## src/rtl/cpu_player_pkg.sv

```systemverilog
// Shared game package: computer-player state encoding, default timing
// parameters and small helpers used by the cpu_player blocks.
package cpu_player_pkg;

  // Width of the reaction/press tick counter.
  localparam int unsigned CNT_W  = 8;
  // Width of the difficulty selector.
  localparam int unsigned DIFF_W = 4;

  // Default timing, in slowen ticks.
  localparam int unsigned DEF_BASE_TICKS  = 8;
  localparam int unsigned DEF_STEP_TICKS  = 2;
  localparam int unsigned DEF_PRESS_TICKS = 4;

  // Computer-player round states.
  typedef enum logic [2:0] {
    ST_IDLE    = 3'd0,
    ST_ARMED   = 3'd1,
    ST_REACT   = 3'd2,
    ST_PRESS   = 3'd3,
    ST_RELEASE = 3'd4
  } cpu_state_e;

  // Reaction delay: base + difficulty*step + jitter. With the defaults the
  // largest value is 8 + 15*2 + 3 = 41, far below the 8-bit counter limit.
  function automatic logic [CNT_W-1:0] react_delay(
    input logic [CNT_W-1:0]  base_ticks,
    input logic [CNT_W-1:0]  step_ticks,
    input logic [DIFF_W-1:0] difficulty,
    input logic [1:0]        jitter
  );
    logic [CNT_W-1:0] diff_ext;
    logic [CNT_W-1:0] jit_ext;
    diff_ext = CNT_W'(difficulty);
    jit_ext  = CNT_W'(jitter);
    return base_ticks + (step_ticks * diff_ext) + jit_ext;
  endfunction

  // The player counts as busy from the start of the reaction until the go
  // window closes.
  function automatic logic state_is_busy(input cpu_state_e s);
    return (s == ST_REACT) || (s == ST_PRESS) || (s == ST_RELEASE);
  endfunction

endpackage

```

## src/rtl/cpu_player_if.sv

```systemverilog
// Control-side bundle between master game control and the computer player.
interface cpu_player_if;
  import cpu_player_pkg::*;

  logic              leds_on;     // go window: players may push
  logic              enable;      // computer opponent active
  logic [DIFF_W-1:0] difficulty;  // 0 = fastest, 15 = slowest
  logic              pb_out;      // emulated push-button level
  logic              busy;        // reacting, pressing or waiting for window end

  // Game control side.
  modport master (
    output leds_on,
    output enable,
    output difficulty,
    input  pb_out,
    input  busy
  );

  // Computer player side.
  modport slave (
    input  leds_on,
    input  enable,
    input  difficulty,
    output pb_out,
    output busy
  );

endinterface

```

## src/rtl/cpu_player_tick_counter.sv

```systemverilog
// tick_counter: loadable down-counter with decrement enable, shared by the
// reaction delay and the button hold time. Load wins over decrement, and the
// count saturates at zero.
module cpu_player_tick_counter
  import cpu_player_pkg::*;
(
  input  logic             clk,
  input  logic             rst,       // asynchronous, active-low
  input  logic             load,
  input  logic [CNT_W-1:0] load_val,
  input  logic             dec_en,
  output logic [CNT_W-1:0] count,
  output logic             zero,      // count is 0
  output logic             last       // count is 1: next decrement expires
);

  logic [CNT_W-1:0] count_d;
  logic [CNT_W-1:0] count_q;

  // Next count: load has priority, otherwise decrement when enabled and non-zero.
  always_comb begin
    count_d = count_q;
    if (load) begin
      count_d = load_val;
    end else if (dec_en && (count_q != {CNT_W{1'b0}})) begin
      count_d = count_q - CNT_W'(1);
    end else begin
      count_d = count_q;
    end
  end

  // Count register, cleared by reset.
  always_ff @(posedge clk or negedge rst) begin
    if (!rst) begin
      count_q <= {CNT_W{1'b0}};
    end else begin
      count_q <= count_d;
    end
  end

  assign count = count_q;
  assign zero  = (count_q == {CNT_W{1'b0}});
  assign last  = (count_q == CNT_W'(1));

endmodule

```

## src/rtl/cpu_player.sv

```systemverilog
// Computer opponent: waits for the go window, waits a difficulty-dependent
// randomised number of slowen ticks, then holds an emulated push button for
// a fixed number of ticks. At most one press per go window.
module cpu_player
  import cpu_player_pkg::*;
#(
  parameter int unsigned BASE_TICKS  = DEF_BASE_TICKS,
  parameter int unsigned STEP_TICKS  = DEF_STEP_TICKS,
  parameter int unsigned PRESS_TICKS = DEF_PRESS_TICKS
) (
  input  logic         clk,
  input  logic         rst,       // asynchronous, active-low
  input  logic         slowen,    // one-clk tick enable from the divide-by-256 divider
  input  logic         rand_bit,  // pseudo-random bit from the LFSR
  cpu_player_if.slave  bus
);

  cpu_state_e       state_d;
  cpu_state_e       state_q;
  logic [1:0]       jitter_d;
  logic [1:0]       jitter_q;
  logic             pb_out_d;
  logic             pb_out_q;
  logic             busy_d;
  logic             busy_q;

  logic             cnt_load;
  logic [CNT_W-1:0] cnt_val;
  logic             cnt_dec;
  logic [CNT_W-1:0] cnt_count;
  logic             cnt_zero;
  logic             cnt_last;
  logic             tick_done;

  // Jitter shifter: collects the two most recent random bits every clock.
  always_comb begin
    jitter_d = {jitter_q[0], rand_bit};
  end

  // Jitter register.
  always_ff @(posedge clk or negedge rst) begin
    if (!rst) begin
      jitter_q <= 2'b00;
    end else begin
      jitter_q <= jitter_d;
    end
  end

  // A timed phase ends on the slowen tick that takes the counter to zero.
  // An already-zero counter (only possible with a zero load) ends on the
  // first tick so the FSM can never stall.
  assign tick_done = slowen && (cnt_last || cnt_zero);

  // Next state, counter control and registered-output values.
  always_comb begin
    state_d  = state_q;
    cnt_load = 1'b0;
    cnt_val  = {CNT_W{1'b0}};
    cnt_dec  = slowen && ((state_q == ST_REACT) || (state_q == ST_PRESS));

    if (!bus.enable) begin
      // Disabling the opponent overrides everything and clears the timer.
      state_d  = ST_IDLE;
      cnt_load = 1'b1;
      cnt_val  = {CNT_W{1'b0}};
    end else begin
      case (state_q)
        ST_IDLE: begin
          state_d = ST_ARMED;
        end
        ST_ARMED: begin
          if (bus.leds_on) begin
            // Difficulty and jitter are captured here only.
            state_d  = ST_REACT;
            cnt_load = 1'b1;
            cnt_val  = react_delay(CNT_W'(BASE_TICKS), CNT_W'(STEP_TICKS),
                                   bus.difficulty, jitter_q);
          end else begin
            state_d = ST_ARMED;
          end
        end
        ST_REACT: begin
          if (!bus.leds_on) begin
            // Round already decided by someone else: never press.
            state_d = ST_RELEASE;
          end else if (tick_done) begin
            state_d  = ST_PRESS;
            cnt_load = 1'b1;
            cnt_val  = CNT_W'(PRESS_TICKS);
          end else begin
            state_d = ST_REACT;
          end
        end
        ST_PRESS: begin
          // The button hold ignores leds_on; only its own timer ends it.
          if (tick_done) begin
            state_d = ST_RELEASE;
          end else begin
            state_d = ST_PRESS;
          end
        end
        ST_RELEASE: begin
          if (!bus.leds_on) begin
            state_d = ST_ARMED;
          end else begin
            state_d = ST_RELEASE;
          end
        end
        default: begin
          state_d  = ST_IDLE;
          cnt_load = 1'b1;
          cnt_val  = {CNT_W{1'b0}};
        end
      endcase
    end

    // Outputs are derived from the next state so they switch on the same
    // edge as the state transition.
    pb_out_d = (state_d == ST_PRESS);
    busy_d   = state_is_busy(state_d);
  end

  // State and output registers.
  always_ff @(posedge clk or negedge rst) begin
    if (!rst) begin
      state_q  <= ST_IDLE;
      pb_out_q <= 1'b0;
      busy_q   <= 1'b0;
    end else begin
      state_q  <= state_d;
      pb_out_q <= pb_out_d;
      busy_q   <= busy_d;
    end
  end

  cpu_player_tick_counter u_cnt (
    .clk      (clk),
    .rst      (rst),
    .load     (cnt_load),
    .load_val (cnt_val),
    .dec_en   (cnt_dec),
    .count    (cnt_count),
    .zero     (cnt_zero),
    .last     (cnt_last)
  );

  assign bus.pb_out = pb_out_q;
  assign bus.busy   = busy_q;

endmodule

```

## src/flat_wrapper.sv

```systemverilog
// flat-port wrapper written by rule: the top's interface ports become plain ports
module cpu_player_flat import cpu_player_pkg::*;
#(
  parameter int unsigned BASE_TICKS  = DEF_BASE_TICKS,
  parameter int unsigned STEP_TICKS  = DEF_STEP_TICKS,
  parameter int unsigned PRESS_TICKS = DEF_PRESS_TICKS
)
  (clk, rst, slowen, rand_bit, bus_leds_on, bus_enable, bus_difficulty, bus_pb_out, bus_busy);
  cpu_player_if bus_i ();
  input  logic clk;
  input  logic rst;
  input  logic slowen;
  input  logic rand_bit;
  input wire logic [$bits(bus_i.leds_on)-1:0] bus_leds_on;
  input wire logic [$bits(bus_i.enable)-1:0] bus_enable;
  input wire logic [$bits(bus_i.difficulty)-1:0] bus_difficulty;
  output wire logic [$bits(bus_i.pb_out)-1:0] bus_pb_out;
  output wire logic [$bits(bus_i.busy)-1:0] bus_busy;
  assign bus_i.leds_on = bus_leds_on;
  assign bus_i.enable = bus_enable;
  assign bus_i.difficulty = bus_difficulty;
  assign bus_pb_out = bus_i.pb_out;
  assign bus_busy = bus_i.busy;
  cpu_player #(.BASE_TICKS(BASE_TICKS), .STEP_TICKS(STEP_TICKS), .PRESS_TICKS(PRESS_TICKS)) u_core (.clk(clk), .rst(rst), .slowen(slowen), .rand_bit(rand_bit), .bus(bus_i));
endmodule
```

## config.mk

```make
export PLATFORM = sky130hd
export DESIGN_NAME = cpu_player_flat
export DESIGN_NICKNAME = d
export VERILOG_FILES = /design/src/rtl/cpu_player_pkg.sv /design/src/rtl/cpu_player_if.sv /design/src/rtl/cpu_player_tick_counter.sv /design/src/rtl/cpu_player.sv /design/src/flat_wrapper.sv
export SDC_FILE = /design/constraint.sdc
export NUM_CORES = 1
export LEC_CHECK = 0
export CAP_MARGIN = 25
export CORE_AREA = 2 2 51 53
export DETAILED_ROUTE_END_ITERATION = 8
export DIE_AREA = 0 0 53 55
export PLACE_DENSITY = 0.77
export SLEW_MARGIN = 20
export SYNTH_ARGS = -nofsm -noshare
export SYNTH_HDL_FRONTEND = slang
export SYNTH_HIERARCHICAL = 1
export SYNTH_SLANG_ARGS = --single-unit
```

## constraint.sdc

```tcl
create_clock -name clk -period 2.64 [get_ports clk]
set_clock_uncertainty 0.15 [all_clocks]
set_input_delay 0.66 -clock clk [delete_from_list [all_inputs] [get_ports clk]]
set_output_delay 0.66 -clock clk [all_outputs]
set_load 0.05 [all_outputs]
```

# Yosys cells after proc, flatten, opt, wreduce, memory -nomap -nowiden
# Cells that the tools add are included.
word_totals:
  regBits: 15
  elab_cells: 47
classes:
  eq_ne: 8
  n_reduce_logical: 12
  addsub: 3
  n_mux: 19
op_table:
  columns: ["op", "n"]
  rows:
  - ["two-way mux 8 bit", 5]
  - ["one-hot mux 8 bit (2 select lines)", 1]
  - ["two-way mux 3 bit", 5]
  - ["one-hot mux 3 bit (5 select lines)", 1]
  - ["equality test 3 x 2 -> 1 bit (second input constant)", 4]
  - ["adder 8 x 2 -> 8 bit", 1]
  - ["equality test 8 x 1 -> 1 bit (second input constant)", 1]
  - ["logical NOT 8 bit", 1]
  - ["nonzero test 8 bit", 1]
  - ["subtractor 8 x 1 -> 8 bit (second input constant)", 1]
  - ["adder 4 x 5 -> 6 bit (first input constant)", 1]
  - ["equality test 3 bit (second input constant)", 2]
  - ["two-way mux 1 bit", 5]
  - ["logical OR 1 bit", 4]
  - ["equality test 3 x 1 -> 1 bit (second input constant)", 1]
  - ["logical AND 1 bit", 3]
  - ["logical NOT 3 bit", 1]
  - ["one-hot mux 1 bit (3 select lines)", 1]
  - ["OR reduction 3 bit", 1]
  - ["two-way mux 2 bit", 1]
  - ["nonzero test 2 bit", 1]

# Logic depth before layout (Yosys ltp)
# Gate-level depths: netlist of run 1.
depth:
  ltp_word: 10
  mapped_depth: 11
  depth_no_buf: 10

# By module
# The synthesis of run 1 kept the hierarchy.
modules_own_cells:
  columns: ["module", "instances", "seq_area_each_um2", "cells_each", "area_each_um2"]
  rows:
  - ["cpu_player_tick_counter", 1, 200.2, 65, 589.3]
  - ["cpu_player", 1, 175.2, 55, 500.5]

# Least setup slack after synthesis of run 1
# No wires, ideal clock.
synth_path:
  kind: "reg2reg"
  start: "register u_core.u_cnt.count_q[2], in the netlist u_core/u_cnt/count[2]"
  end: "register u_core.u_cnt.count_q[5], in the netlist u_core/u_cnt/count[5]"
  setup_ns: 0.124
  path_stages_with_launch: 11
  t_arrival_ns: 2.459
  required_ns: 2.366
  setup_slack_ns: -0.093
  synth_period_minus_slack_ns: 2.733
  path_cell_list: "dfrtp_1 > buf_6 > or4_4 > buf_6 > nor4b_1 > o21ai_2 > nor2_1 > o21a_1 > clkbuf_1 > nor4_1 > a211o_1"
synth_via:
  elab_chain_cells: 8
synth_rtl:
  columns: ["item", "line_no", "source"]
  rows:
  - ["from (decl)", "cpu_player_tick_counter.sv:18", "logic [CNT_W-1:0] count_q;"]
  - ["from (signal assigned)", "cpu_player_tick_counter.sv:35", "count_q <= {CNT_W{1'b0}};"]
  - ["from (signal assigned)", "cpu_player_tick_counter.sv:37", "count_q <= count_d;"]
  - ["equality test 8 x 1 -> 1 bit *", "cpu_player_tick_counter.sv:43", "assign last = (count_q == CNT_W'(1));"]
  - ["named net u_core.cnt_last", "cpu_player.sv:32", "logic cnt_last;"]
  - ["logical OR 1 bit *", "cpu_player.sv:52", "assign tick_done = slowen && (cnt_last || cnt_zero);"]
  - ["logical AND 1 bit *", "cpu_player.sv:52", null]
  - ["two-way mux 1 bit *", "cpu_player.sv:86", "end else if (tick_done) begin"]
  - ["two-way mux 1 bit *", "cpu_player.sv:83", "if (!bus.leds_on) begin"]
  - ["one-hot mux 1 bit (3 select lines) *", "cpu_player.sv:67", "case (state_q)"]
  - ["two-way mux 1 bit *", "cpu_player.sv:61", "if (!bus.enable) begin"]
  - ["named net u_core.cnt_load", "cpu_player.sv:27", "logic cnt_load;"]
  - ["two-way mux 8 bit or nonzero test 2 bit (tied branches)", null, null]
# The timed path passes the listed nets; every way through them passes the cells marked *. The select of a mux whose other input is x is not followed.
# A chain may end at the register's enable or synchronous reset.

# Worst setup path in the final report of run 1
layout_path:
  start: "register u_core.u_cnt.count_q[0], in the netlist u_core/u_cnt/count[0]"
  end: "register u_core.u_cnt.count_q[3], in the netlist u_core/u_cnt/count[3]"
layout_via:
  elab_chain_cells: 8
layout_rtl:
  columns: ["item", "line_no", "source"]
  rows:
  - ["logical NOT 8 bit *", "cpu_player_tick_counter.sv:42", "assign zero = (count_q == {CNT_W{1'b0}});"]
  - ["named net u_core.cnt_zero", "cpu_player.sv:31", "logic cnt_zero;"]
  - ["logical OR 1 bit *", "cpu_player.sv:52", null]
  - ["logical AND 1 bit *", "cpu_player.sv:52", null]
  - ["two-way mux 1 bit *", "cpu_player.sv:86", null]
  - ["two-way mux 1 bit *", "cpu_player.sv:83", null]
  - ["one-hot mux 1 bit (3 select lines) *", "cpu_player.sv:67", null]
  - ["two-way mux 1 bit *", "cpu_player.sv:61", null]
  - ["named net u_core.cnt_load", "cpu_player.sv:27", null]
  - ["two-way mux 8 bit or nonzero test 2 bit (tied branches)", null, null]
# Marked as above.

==> impl_metrics.json, run 1 <==
{
  "die_y_um": 55,
  "multi_input_area_um2": 649,
  "synth_warnings": 6,
  "reg2reg_to": "u_core/u_cnt/count[3]",
  "initial_core_util": 0.461,
  "crit_type": "register to register",
  "cp.arrival_ns": 2.54,
  "first_global_vias": 998,
  "fmax_ghz": 0.399,
  "numCtsBuffers": 3,
  "finalWorstSetupSlack_ns": 0.134,
  "crit_fanout": 4,
  "cts.clk_slew.worst_paths_ns": 0.09,
  "syn-cell-area_um2": 1090,
  "vias": 997,
  "period_minus_slack_ns": 2.51,
  "status": "finished, final reports clean",
  "drt_iter0_drc": 24,
  "core-area_um2": 2360,
  "wl_per_cell_um": 13.8,
  "pwr_density_cell_nw_per_um2": 474,
  "synth_edf_count": 0,
  "pin_count": 12,
  "irDropWorstVdd_mv": 0.239,
  "setup-tns-final_ns": 0,
  "endpoint_kind": "register",
  "ff2ff_path_depth": 10,
  "design_area_um2": 1360,
  "dpl_worst_slack_ns": 0.0613,
  "rrSetupSlack_ns": 0.13,
  "die_w_um": 53,
  "port_buffers": 11,
  "drt-vias-per-instance": 5.63,
  "gp_congestion": 0.896,
  "regArea_um2": 375,
  "worstHoldPathCells": 0,
  "synthCells": 120,
  "slew_headroom": 0.532,
  "grt_start_max_net_pins": 16,
  "area_growth_pct": 24.5,
  "hp-start": "u_core/jitter_q[0]",
  "dpl.hpwl_um": 1890,
  "clock_latency_ns": 0.29,
  "leakage_nw": 0.588,
  "ant_nets": 0,
  "firstDrtPassIters": 4,
  "startpoint_type": "register",
  "fill_cells": 217,
  "drc_errors": 0,
  "hold_buffers": 0,
  "synthArstFlopShare": 1.00,
  "grt_pass1_wl_um": 4260,
  "antenna_found_initial": 0,
  "grtUsageTotal": 0.202,
  "layout-drive-gt1-share": 0.218,
  "hold_violations": 0,
  "synth_seq_cells": 15,
  "wl_um": 2440,
  "rr_startpoint": "u_core/u_cnt/count[0]",
  "worst_slew_pin_slew_ns": 0.695,
  "synth_area_leaders": "dfrtp_1, ha_1, nor2_1",
  "fin_nets": 163,
  "cts_max_level": 1,
  "rows": 18,
  "drv_cap": 0,
  "ys_seq_area_frac": 0.344,
  "post_dp_cell_area_um2": 1320,
  "setup_viol": 0,
  "min_period_over_period": 0.949,
  "synth_top_cell_area_share": 0.344,
  "cts_tree": "done",
  "required_ns": 2.67,
  "cts_num_sinks": 15,
  "instances_no_fill": 177,
  "synth_flop_cell": "dfrtp_1",
  "slew_violations": 0,
  "min_to": "u_core/jitter_q[1]",
  "synth_top_cell_by_area": "dfrtp_1",
  "die-area_um2": 2920,
  "cts-root-buf": "clkbuf_4",
  "synth.distinct_cells": 50,
  "grt.overflow.total": 0,
  "antenna_cells": 0,
  "dpl.cell_count": 173,
  "syn_avg_cell_area_um2": 9.08,
  "hp-class": "register to register",
  "rsz0062_at_grt": "yes",
  "ctsLongestPathBuffers": 2
}
[worst max-delay path, cell delays in order, from the launching register on]
cell      delay, ns
dfrtp_1        0.38
inv_1          0.10
ha_2           0.21
or3b_2         0.47
nor2_2         0.14
o21ai_2        0.09
nor2_2         0.12
o21a_1         0.19
or3_1          0.14
a211oi_1       0.05
a311o_1        0.36
[final cells by class]
cell class,count,area share
tap,30,0.0277
timing repair buffer,29,0.181
inverter,6,0.0166
sequential,15,0.277
clock buffer,4,0.0194
multi-input combinational,93,0.479
[Yosys cell counts, types with 3 or more instances]
cell / number
a31oi_1: 4
nand3_1: 3
buf_6: 3
nor2_1: 16
a21oi_1: 5
nor3b_1: 5
o21ai_0: 3
o21a_1: 4
ha_1: 5
nand2_1: 3
dfrtp_1: 15
inv_1: 5
[what timing repair did]
action / 4_1_cts / 5_1_grt
gates resized for setup: 0 / 3
buffers inserted: 0 / 0
setup endpoints to repair: 0 / 7
[cell families (layout without fill, tap and decap cells)]
kind of cell	after synthesis	after routing	share of synthesized area
and+or+nand+nor	49	49	0.268
other	1	2	0.00344
adders and majority gates	5	5	0.0574
xor gates and xnor gates	2	2	0.0161
muxes	1	1	0.00919
buffers and inverters	13	39	0.0700
DFF	15	15	0.344
AOI/OAI and AO/OA	34	34	0.232
[report_power, final]
group,internal [mW],switching [mW],total (mW)
logic,0.111,0.118,0.229
clock network,0.0589,0.0778,0.137
registers,0.250,0.0263,0.277
total,0.421,0.222,0.643
[state kept, by name, summed over array words and instances (netlist names)]
signal / flops
u_core/bus.pb_out: 1
u_core/jitter_q: 2
u_core/u_cnt/count: 8
u_core/bus.busy: 1
u_core/state_q: 3
[worst max path at each step]
stage                     startpoint                    end  slack [ns]  cells past startpoint
3_3_place_gp                  slowen  u_core/u_cnt/count[5]        0.05                      6
3_5_place_dp   u_core/u_cnt/count[0]  u_core/u_cnt/count[5]        0.06                     11
4_1_cts        u_core/u_cnt/count[0]  u_core/u_cnt/count[5]        0.03                     11
5_1_grt        u_core/u_cnt/count[0]  u_core/u_cnt/count[5]       -0.01                     11
2_1_floorplan  u_core/u_cnt/count[2]  u_core/u_cnt/count[3]       -0.01                      9
6_report       u_core/u_cnt/count[0]  u_core/u_cnt/count[3]        0.13                     10
[cell usage in the layout (no fill, tap or decap), types with 3 or more instances in the layout]
cell type and count:
nor3b_1 5, clkdlybuf4s50_1 11, nand3_1 3, o21ai_0 3, buf_4 18, clkbuf_4 3, a21oi_1 5, dfrtp_1 15
nor2_1 14, o21a_1 4, nand2_1 3, ha_1 4, inv_1 5, a31oi_1 4
[through the flow]
stage	utilization	hold WS [ns]	total power, mW
3_5_place_dp	0.559	0.219	0.505
5_1_grt	0.574	0.248	0.692
3_3_place_gp	0.559	0.219	0.498
4_1_cts	0.570	0.241	0.649
2_1_floorplan	-	0.204	0.424
6_report	0.574	0.240	0.643
[metal layers]
metal / routed length [µm] / share of wire / track usage / up-vias
met5: 0 / 0 / 0 / -
met4: 21 / 0.0086 / 0.0556 / 0
met3: 90 / 0.037 / 0.0430 / 3
met2: 1230 / 0.51 / 0.371 / 27
met1: 1090 / 0.45 / 0.240 / 464
li1: - / - / - / 503
(Power assumes the default switching activity.)
==> inputs of run 2 (changes only) <==
Settings changed: ABC_AREA from default to 1.
==> run 2 against run 1 <==
Net effect: via count down 2.8%; flip-flop and latch count did not move; hold slack got worse by 0.0075 ns; power is 9.9% higher; critical path depth shrank 9; non-clock buffer count fell by 17; clock power barely moved; sequential power grew 1%; sequential share of layout area is 2.2 points higher.
==> impl_metrics.json, run 2 <==
{
  "power.total_mw": 0.706,
  "status": "finished, final reports clean",
  "ys_seq_area_frac": 0.346,
  "clock_latency_ns": 0.28,
  "initial_core_util": 0.458,
  "switchingPower_mw": 0.274,
  "grtUsageTotal": 0.184,
  "synth_warnings": 6,
  "power.share.sequential": 0.397,
  "endpoint_kind": "output pin",
  "synthCells": 150,
  "synth_most_common_cell": "nand2_1",
  "ant_nets": 0,
  "drv_cap": 0,
  "die-area_um2": 2920,
  "rows": 18,
  "crit_chain": "clkdlybuf4s50_1",
  "cpLargestDelayFamily": "buffers and inverters",
  "synth_seq_cells": 15,
  "largest_reg_flops": 8,
  "yosys-top-cells-count": "nand2_1, inv_1, nor2_1",
  "grt.overflow.total": 0,
  "syn-cell-area_um2": 1080,
  "die_w_um": 53,
  "post_dp_cell_area_um2": 1230,
  "p_sw_frac": 0.388,
  "die_y_um": 55,
  "dpl.cell_count": 192,
  "drt_iter0_drc": 29,
  "cts_max_level": 1,
  "startpoint_type": "register",
  "crit_fanout": 1,
  "synth_flop_cell": "dfrtp_1",
  "hold_buffers": 0,
  "grt_pass1_wl_um": 3850,
  "instances_no_fill": 196,
  "irDropWorstVdd_mv": 0.408,
  "hp-class": "register to register",
  "synth.distinct_cells": 25,
  "postCtsSetupRepairBufs": 0,
  "port_buffers": 11,
  "fmax_ghz": 0.444,
  "vias": 969,
  "min_period_over_period": 0.852,
  "wl_per_cell_um": 11.6,
  "pwr_density_cell_nw_per_um2": 561,
  "grt_start_max_net_pins": 16,
  "numCtsBuffers": 3,
  "cts_tree": "done",
  "final_core_util": 0.532,
  "cts_num_sinks": 15,
  "area_growth_pct": 16.1,
  "cts.clk_slew.worst_paths_ns": 0.09,
  "rsz0062_at_grt": "no",
  "worst-path-buf-inv": 1,
  "setup_viol": 0,
  "worst_slew_pin_slew_ns": 0.679,
  "comb_power_share": 0.412,
  "gp_congestion": 0.913,
  "clkPwrFrac": 0.190,
  "first_global_vias": 855,
  "synth_top_cell_by_area": "dfrtp_1",
  "fill_cells": 231,
  "cp.arrival_ns": 1.44,
  "p_int_mw": 0.432,
  "cts-root-buf": "clkbuf_4",
  "final_common_cell": "nand2_1",
  "synth_top_cell_area_share": 0.346,
  "final_cell_mix": "nand2_1, inv_1, nor2_1, nand3_1, dfrtp_1",
  "period_minus_slack_ns": 2.25,
  "antenna_found_initial": 0,
  "crit_slowest_cell": "clkdlybuf4s50_1",
  "wl_um": 2270,
  "core-area_um2": 2360,
  "critPathMaxStageDelay_ns": 0.81,
  "dpl.hpwl_um": 1820,
  "drc_errors": 0,
  "leakage_nw": 0.628,
  "layout-drive-gt1-share": 0.102,
  "required_ns": 1.83,
  "firstDrtPassIters": 4,
  "fin_nets": 182,
  "cts_resized": 0,
  "hold_violations": 0,
  "drt-vias-per-instance": 4.94,
  "syn_avg_cell_area_um2": 7.22,
  "slew_violations": 0,
  "pin_count": 12,
  "design_area_um2": 1260,
  "synth_area_leaders": "dfrtp_1, nand2_1, nand3_1",
  "synthArstFlopShare": 1.00,
  "ctsLongestPathBuffers": 2,
  "antenna_cells": 0,
  "crit_type": "register to output pin",
  "setup-tns-final_ns": 0,
  "slew_headroom": 0.546,
  "synth_edf_count": 0
}
## run 2: cell count changes after synthesis, moves of 3 or more
cell	before	now
nand2_1	3	42
inv_1	5	18
nand3_1	3	15
nor3b_1	5	0
a31oi_1	4	0
o21a_1	4	0
xnor2_1	0	4
nand2_2	0	3
nor2_4	0	3
## run 2: power groups by stage
stage	Combinational (mW)	Clock, mW	Sequential, mW
CTS	0.290	0.137	0.280
floorplan	0.219	0	0.289
global route	0.323	0.146	0.285
finish	0.291	0.134	0.281
global placement	0.280	0	0.283
detailed placement	0.289	0	0.285
## run 2: cell families (layout without fill, tap and decap cells)
kind of cell             count (synthesis)  in the layout  synth area share
other                                    1              2           0.00346
AND/OR/NAND/NOR                         89             89             0.389
flip-flops                              15             15             0.346
AO/OA/AOI/OAI                           13             13            0.0704
adder cells (fa/ha/maj)                  5              5            0.0577
XOR/XNOR                                 7              7            0.0566
buffers and inverters                   20             35            0.0762
## run 2: worst paths after layout
kind	from	to	slack, ns	cells after the start
hold reg to reg	u_core/jitter_q[0]	u_core/jitter_q[1]	0.23	0
hold / removal	u_core/jitter_q[0]	u_core/jitter_q[1]	0.23	0
setup / recovery	u_core/bus.pb_out	bus_pb_out	0.39	1
setup reg to reg	u_core/u_cnt/count[0]	u_core/u_cnt/count[7]	0.39	16
min in group asynchronous	rst	u_core/u_cnt/count[4]	0.63	1
max in group asynchronous	rst	u_core/state_q[1]	1.28	1
## run 2: layout make-up
type,instances,area [µm²],area share
flip-flops and latches,15,375,0.299
repair buffers,12,118,0.0935
inverters,19,71.3,0.0567
well taps,30,37.5,0.0299
clock buffers,4,26.3,0.0209
multi-input cells,116,629,0.500
## run 2: layer usage
layer | global-route usage | share of wire | vias up
met5 | 0 | 0 | -
met4 | 0.0513 | 0.0057 | 0
met3 | 0.0349 | 0.041 | 2
met2 | 0.348 | 0.51 | 20
met1 | 0.213 | 0.44 | 448
li1 | - | - | 499
## run 2: stage by stage
stage | worst slack, ns | hold WS (ns)
2_1_floorplan | 0.483 | 0.204
3_3_place_gp | 0.297 | 0.212
3_5_place_dp | 0.227 | 0.216
4_1_cts | 0.372 | 0.237
5_1_grt | 0.196 | 0.256
6_report | 0.390 | 0.232
==> inputs of run 3 (changes only) <==
Settings changed: TNS_END_PERCENT from default to 20.
==> results of run 3 <==
Same layout as run 2: the final DEF is identical, and so are final timing and power.
